File: config.mk
export PLATFORM = sky130hd
export DESIGN_NAME = if_id_pipe_reg
export DESIGN_NICKNAME = d
export VERILOG_FILES = /design/src/rtl/if_id_pipe_reg.sv
export SDC_FILE = /design/constraint.sdc
export NUM_CORES = 1
export LEC_CHECK = 0
export ABC_AREA = 1
export BUFFER_PORTS_ARGS = -buffer_cell sky130_fd_sc_hd__clkbuf_2
export CAP_MARGIN = 30
export CORE_ASPECT_RATIO = 0.8
export CORE_MARGIN = 3
export CORE_UTILIZATION = 45
export CTS_BUF_LIST = sky130_fd_sc_hd__clkbuf_8
export DETAILED_ROUTE_END_ITERATION = 10
export PLACE_DENSITY = 0.85
export SLEW_MARGIN = 20
export SYNTH_ARGS = -nofsm -noshare
export SYNTH_HDL_FRONTEND = slang
export SYNTH_SLANG_ARGS = --single-unit
File: constraint.sdc
create_clock -name clk -period 1.7 [get_ports clk]
set_input_delay 0.17 -clock clk [delete_from_list [all_inputs] [get_ports clk]]
set_output_delay 0.17 -clock clk [all_outputs]
set_load 0.05 [all_outputs]
File: src/rtl/if_id_pipe_reg.sv
// IF/ID pipeline register: holds the fetched instruction and PC+4 as one aligned snapshot.
// Supports stall (hold), flush/in_valid bubbles, and a saturating bubble counter.
module if_id_pipe_reg #(
    parameter int          PC_W      = 32,
    parameter logic [31:0] NOP_INSTR = 32'h0000_0000,
    parameter int          BCNT_W    = 16
) (
    input  logic              clk,
    input  logic              rst,
    input  logic              stall,
    input  logic              flush,
    input  logic              in_valid,
    input  logic [31:0]       Instruction,
    input  logic [PC_W-1:0]   Pcmas4_In,
    output logic              Valid,
    output logic [31:0]       Instr_q,
    output logic [PC_W-1:0]   Pcmas4,
    output logic [3:0]        OpCode,
    output logic [1:0]        Cond,
    output logic [1:0]        F,
    output logic [3:0]        Rg,
    output logic [3:0]        Rp,
    output logic [3:0]        Rs,
    output logic [15:0]       Inm,
    output logic [23:0]       Label,
    output logic [BCNT_W-1:0] Bubble_cnt
);

    logic              valid_q, valid_d;
    logic [31:0]       instr_q, instr_d;
    logic [PC_W-1:0]   pc_q,    pc_d;
    logic [BCNT_W-1:0] bcnt_q,  bcnt_d;

    // Increment that sticks at all-ones instead of wrapping.
    function automatic logic [BCNT_W-1:0] sat_inc(input logic [BCNT_W-1:0] v);
        if (&v) begin
            return v;
        end else begin
            return v + BCNT_W'(1);
        end
    endfunction

    // Next-state selection; flush outranks stall so a squash is never held off.
    always_comb begin
        valid_d = valid_q;
        instr_d = instr_q;
        pc_d    = pc_q;
        bcnt_d  = bcnt_q;
        if (flush || (!stall && !in_valid)) begin
            valid_d = 1'b0;
            instr_d = NOP_INSTR;
            pc_d    = '0;
            bcnt_d  = sat_inc(bcnt_q);
        end else if (stall) begin
            valid_d = valid_q;
            instr_d = instr_q;
            pc_d    = pc_q;
            bcnt_d  = bcnt_q;
        end else begin
            valid_d = 1'b1;
            instr_d = Instruction;
            pc_d    = Pcmas4_In;
            bcnt_d  = bcnt_q;
        end
    end

    // State registers with synchronous reset.
    always_ff @(posedge clk) begin
        if (rst) begin
            valid_q <= 1'b0;
            instr_q <= NOP_INSTR;
            pc_q    <= '0;
            bcnt_q  <= '0;
        end else begin
            valid_q <= valid_d;
            instr_q <= instr_d;
            pc_q    <= pc_d;
            bcnt_q  <= bcnt_d;
        end
    end

    assign Valid      = valid_q;
    assign Instr_q    = instr_q;
    assign Pcmas4     = pc_q;
    assign Bubble_cnt = bcnt_q;
    // Overlapping decode fields; decode picks the relevant ones by OpCode.
    assign OpCode     = instr_q[31:28];
    assign Cond       = instr_q[27:26];
    assign F          = instr_q[25:24];
    assign Rg         = instr_q[23:20];
    assign Rp         = instr_q[19:16];
    assign Rs         = instr_q[15:12];
    assign Inm        = instr_q[15:0];
    assign Label      = instr_q[23:0];

endmodule

==> flow_summary.toml, run 1 <==
[synth]
yosysSeqAreaShare_pct = 44.28
synth_nets = 565
ys_types = 23
yosysWarnings = 0
ys_ff_latch = 81
synth_area_leaders = "dfxtp_1 44%, nand2_1 17%, buf_4 12%"
avgSynthCellArea_sq_um = 7.399
mappedNetlistArea_sq_mm = 0.003662
yosysTopAreaCellShare_pct = 44.28
syn-instance-count = 495
yosysTopAreaCell = "dfxtp_1"

[sta]
hold_viol_final = 0
fin_crit_sh_pct = 87.94
slew_viol_final = 0
finalClockSkew_ns = 0.002328
finalCriticalPeriod_ns = 1.495
slew-limit-headroom_pct = 56.12
rsz0062_at_grt = "false"
setup_tns_ns = 0
fmax_ghz = 0.6689
worst_pin_slew_ns = 0.6583
setup_viol_count_final = 0

[clocking]
clk-insertion-delay-late_ns = 0.34
cts.sinks = 81
clockRootBuffer = "clkbuf_8"
post_cts_buffers = 0
htree_levels = 3
clkTransAtPathRegs_ns = 0.09
cts_buffer_depth = 2
cts_buffers = 9
post_cts_resized = 0
cts_tree = "done"

[floorplanning]
die_y_um = 86.69
num_rows = 28
die_w_um = 106.9
io_pins = 210
coreArea_sq_mm = 0.007637
die-area_sq_mm = 0.009264
start_util_pct = 47.95

[grt]
grt_pass1_vias = 3192
antenna_found_initial = 0
grt_max_degree = 66
grt.total_usage_pct = 20.62
grt-ovfl-total = 0
grt_pass1_wl_um = 15400

[run]
drv_cap = 0

[cells_and_area]
drive_gt1_share_pct = 39.19
area_delta_synth_final_pct = 24.15
fill_cells = 683
num-nets-final = 708
diodes = 0

[setup_path]
cp.arrival_ns = 1.73
crit_path_start_kind = "flip-flop"
crit_path_end_kind = "flip-flop"
timing.rr.start = "Bubble_cnt[0]"
ff2ff_path_depth = 8
crit_start = "Bubble_cnt[0]"
critPathKind = "reg -> reg"
reg2reg_slack_ns = 0.21
critPathRequiredTime_ns = 1.93
worstPathMaxFanout = 5
r2r-end = "Bubble_cnt[1]"

[drt]
finalWirelength_um = 9751
drcViolationCount = 0
dr.first_iter.drc_count = 258
num_vias = 3628
ant_nets = 0
post_drt_wl_per_cell_um = 13.04
vias_per_cell = 4.850
first_pass_iters = 4

[min_path]
hold_depth = 3
worst_hold_path.endpoint = "Pcmas4[11]"
min_path_type = "in -> reg"
hp-start = "Pcmas4_In[11]"

[placed_design]
portBuffers = 209
hpwl_um = 7340
place_congestion = 0.9501

[run_status]
status = "finished clean"

[power]
static-leakage-power_nw = 2.218
powerDensity_mw_per_mm2 = 891.8
peakVddDrop_v = 0.0005870
power_mw = 4.055
[Yosys cell counts, drive strengths merged]
master	count
nand2	169
dfxtp	81
buf	80
a21oi	74
nor2	49
nand3	17
inv	15
clkbuf	3
nand3b	3
and2	1
ha	1
nand4	1
o21bai	1
[power breakdown]
group          internal, mW  switching [mW]
Combinational         0.169           0.486
Sequential             1.94          0.0396
Clock                 0.724           0.692
[sequential cells by signal (all words and copies together), names as in the netlist]
| register | cells |
|---|---|
| Pcmas4 | 32 |
| Bubble_cnt | 16 |
| Valid | 1 |
| Instr_q | 32 |
[cells by family after synthesis]
kind of cell,share of synthesized area [%]
and+or+nand+nor,27.78
buffers and inverters,16.88
DFF,44.28
AOI/OAI and AO/OA,10.73
adders and majority gates,0.3416
[final cells by class]
class,instances,area [sq um],area share (%)
Sequential cell,81,1624,35.72
Multi-Input combinational cell,316,1425,31.34
Timing Repair Buffer,215,1106,24.33
Clock buffer,10,137.6,3.027
Tap cell,105,131.4,2.889
Clock inverter,6,66.31,1.458
Inverter,15,56.30,1.238
[metal layers]
layer	track usage, %	vias up	share of wire, %
met4	6.852	0	1.0
met5	0	-	0
met1	22.97	1655	38
met2	38.97	175	53
li1	-	1786	-
met3	4.542	12	8.1
[critical path, stage by stage, from the launching register on]
cell     delay (ns)
dfxtp_2        0.38
ha_1           0.16
inv_1          0.07
nor2_4         0.18
nand3_1        0.11
nor2_2         0.20
nor2_1         0.10
nor2_1         0.13
nor2_1         0.05
[stage by stage]
stage               hold slack, ns  cells  utilization, %  worst slack (ns)  area (sq um)
finish                     0.04660    748           59.53            0.2050          4547
global route               0.03059    748           59.53            0.1274          4547
CTS                        0.02720    748           59.53            0.2284          4547
detailed placement          0.3667    731           56.73            0.2454          4333
global placement            0.3581    731           56.73            0.3358          4333
floorplan                   0.2391    495               -           0.09248          3665
[how the worst max path moves through the flow]
stage                endpoint  slack, ns
4_1_cts         Bubble_cnt[1]       0.23
3_3_place_gp   Bubble_cnt[14]       0.34
3_5_place_dp    Bubble_cnt[1]       0.25
5_1_grt        Bubble_cnt[15]       0.13
6_report        Bubble_cnt[1]       0.21
2_1_floorplan  Bubble_cnt[13]       0.09
[cells in the final DEF, fill, tap and decap left out, drive strengths merged]
master	count
bufinv	1
dlygate4sd3	1
inv	18
o21bai	1
nor2	49
clkinvlp	2
and2	1
dfxtp	81
ha	1
buf	5
nand2	169
a21oi	74
clkbuf	219
nand3b	3
nand3	17
nand4	1
[what timing repair did]
action	in CTS	in global routing
hold buffers	1	0
hold endpoints to repair	1	0
endpoints found under the setup margin	0	0
(Power assumes the default switching activity.)
==> inputs of run 2 (changes only) <==
Settings changed: ABC_AREA 1 to unset, GPL_TIMING_DRIVEN set to 1.
==> run 2 against run 1 <==
Compared with the run above:
- the flow now finishes with violations (setup timing)
- first-iteration DRC count fell by 57%
- hold slack improved by 0.0085 ns
- sequential power barely moved
- worst setup slack got worse by 0.23 ns
- largest power group unchanged
==> flow_summary.toml, run 2 <==
[floorplanning]
die_y_um = 85.34
io_pins = 210
start_util_pct = 47.01
num_rows = 28
die-area_sq_mm = 0.008976
coreArea_sq_mm = 0.007532
die_w_um = 105.2

[power]
clkPwrFrac_pct = 37.4
switching_share_pct = 29.88
static-leakage-power_nw = 2.442
p_switching_mw = 1.275
peakVddDrop_v = 0.0004971
p_int_mw = 2.992
pwr-share-seq_pct = 46.2
power_frac_comb_pct = 16.4
powerDensity_mw_per_mm2 = 892.7

[clocking]
cts_buffers = 9
cts_hold_buf = 0
cts_tree = "done"
cts_buffer_depth = 2
htree_levels = 3
clk-insertion-delay-late_ns = 0.34
cts.sinks = 81
clockRootBuffer = "clkbuf_8"
clkTransAtPathRegs_ns = 0.09

[synth]
ys_async_sr_fraction_pct = 0
synth_edf_count = 0
syn-instance-count = 369
yosysWarnings = 0
yosysTopAreaCell = "dfxtp_1"
ys_types = 32
yosysTopAreaCellShare_pct = 45.80
synth_nets = 439
mappedNetlistArea_sq_mm = 0.003541
yosysMostFrequentCell = "dfxtp_1"
synth_area_leaders = "dfxtp_1 46%, mux2i_1 18%, buf_4 13%"
synthTopCellsByCount = "81 x dfxtp_1, 70 x nor2_1, 64 x mux2i_1"
ys.flop_type = "dfxtp_1"
ys_ff_latch = 81
avgSynthCellArea_sq_um = 9.596
yosysSeqAreaShare_pct = 45.80

[setup_path]
crit_chain = "nand3_4 > or4_4 > buf_4 > o31ai_1 > a21oi_2"
crit_path_end_kind = "flip-flop"
ff2ff_path_depth = 5
cpPeakStageDelay_ns = 0.56
crit_path_start_kind = "flip-flop"
critPathKind = "reg -> reg"
r2r-end = "Bubble_cnt[13]"
worstPathMaxFanout = 8
crit_end = "Bubble_cnt[13]"
critPathRequiredTime_ns = 1.93
reg2reg_slack_ns = -0.03
timing.rr.start = "Bubble_cnt[6]"
crit_slowest_cell = "or4_4"
crit_start = "Bubble_cnt[6]"
cp.arrival_ns = 1.96

[grt]
grt_use_met1_pct = 23.30
top_usage_layer = "met2"
grt_pass1_wl_um = 14300
grt_max_degree = 66
grtUsageMet2_pct = 34.77
grt-ovfl-total = 0
antenna_found_initial = 0
grtUsageMet3_pct = 5.551
grt_pass1_vias = 2933
grt.total_usage_pct = 19.70

[sta]
rsz0062_at_grt = "true"
setup_ws_ns = -0.02856
finalClockSkew_ns = 0.006052
worst_pin_slew_ns = 0.5201
slew-limit-headroom_pct = 65.06
hold_viol_final = 0
fin_crit_sh_pct = 101.7
slew_viol_final = 0
fmax_ghz = 0.5785
finalCriticalPeriod_ns = 1.729
setup_tns_ns = -0.05524
setup_viol_count_final = 3
hold_slack_ns = 0.05511

[drt]
first_pass_iters = 6
drcViolationCount = 0
finalWirelength_um = 9482
dr.first_iter.drc_count = 111
vias_per_cell = 4.906
num_vias = 3174
ant_nets = 0
post_drt_wl_per_cell_um = 14.66

[run]
drv_cap = 0

[run_status]
violations = "setup timing"
status = "finished with violations"

[placed_design]
portBuffers = 209
place_area_sq_mm = 0.004409
pre_cts_ws_ns = -0.03058
hpwl_um = 7021
place_congestion = 0.9092

[cells_and_area]
final_cell_mix = "208 x clkbuf_2, 70 x nor2_1, 65 x dfxtp_1"
final_common_cell = "clkbuf_2"
multi_input_area_sq_mm = 0.001449
drive_gt1_share_pct = 51.85
ff_latch_area_sq_mm = 0.001672
area_delta_synth_final_pct = 34.98
fill_cells = 630
num-nets-final = 607
fin_area_sq_mm = 0.004780
final_util_pct = 63.46
diodes = 0

[min_path]
min_path_type = "in -> reg"
==> run 2: changes by cell type after synthesis, moves of 6 or more <==
cell      change
nand2_1     -161
mux2i_1      +64
a21oi_1      -62
nor2_1       +28
buf_2        -12
inv_1         -8
nand3_1       -8
clkbuf_1      +7
or4_1         +7
nand4_1       +6
o31ai_1       +6
==> run 2: per-stage QoR <==
stage                     total power [mW]  cells
after floorplan                      2.545    369
after global placement               2.691    621
after detailed placement             2.707    621
after CTS                            4.314    641
after global routing                 4.436    647
final                                4.267    647
==> run 2: worst min path at each step <==
stage | startpoint | to | slack [ns] | cells past startpoint
after detailed placement | Pcmas4_In[15] | Pcmas4[15] | 0.41 | 3
after floorplan | rst | Bubble_cnt[8] | 0.26 | 1
after CTS | Pcmas4_In[5] | Pcmas4[5] | 0.03 | 3
after global routing | Pcmas4_In[9] | Pcmas4[9] | 0.03 | 3
final | Pcmas4_In[27] | Pcmas4[27] | 0.06 | 3
after global placement | Pcmas4_In[9] | Pcmas4[9] | 0.40 | 3
==> run 2: logic make-up (layout without fill, tap and decap cells) <==
| group | after synthesis | count (layout) | synth area share (%) |
|---|---|---|---|
| AOI/OAI and AO/OA | 29 | 29 | 5.512 |
| muxes | 66 | 66 | 18.73 |
| DFF | 81 | 81 | 45.80 |
| and+or+nand+nor | 110 | 110 | 14.45 |
| buffers and inverters | 82 | 255 | 15.16 |
| adders and majority gates | 1 | 1 | 0.3533 |
==> run 2: what timing repair did <==
item,in CTS,in global routing
pin swaps,4,9
setup endpoints to repair,4,9
setup buffers,4,5
resized for setup,0,9
==> run 2: area by class of cell <==
type                    count  area share, %
flip-flops and latches     81          34.97
clock buffers               9          2.592
inverters                   5         0.3927
multi-input cells         206          30.31
clock inverters             7          2.094
repair buffers            234          26.88
well taps                 105          2.749
==> run 2: critical path, delay by kind of cell, from the launching register on <==
family	cells	cell delay, ns
AO/OA/AOI/OAI	2	0.41
buffers and inverters	1	0.16
AND/OR/NAND/NOR	2	0.65
flip-flops	1	0.41
==> run 2: power groups by stage <==
stage,clock [mW],combinational [mW],sequential [mW]
finish,1.59,0.701,1.97
detailed placement,0,0.692,2.01
CTS,1.65,0.698,1.97
global placement,0,0.681,2.01
floorplan,0,0.372,2.17
global route,1.72,0.740,1.98
==> run 2: per-layer routing <==
| layer | vias up | routed length, um | share of wire, % |
|---|---|---|---|
| met5 | - | 0 | 0 |
| met3 | 14 | 551 | 5.8 |
| li1 | 1539 | - | - |
| met1 | 1492 | 3913 | 41 |
| met2 | 129 | 4886 | 52 |
| met4 | 0 | 130 | 1.4 |
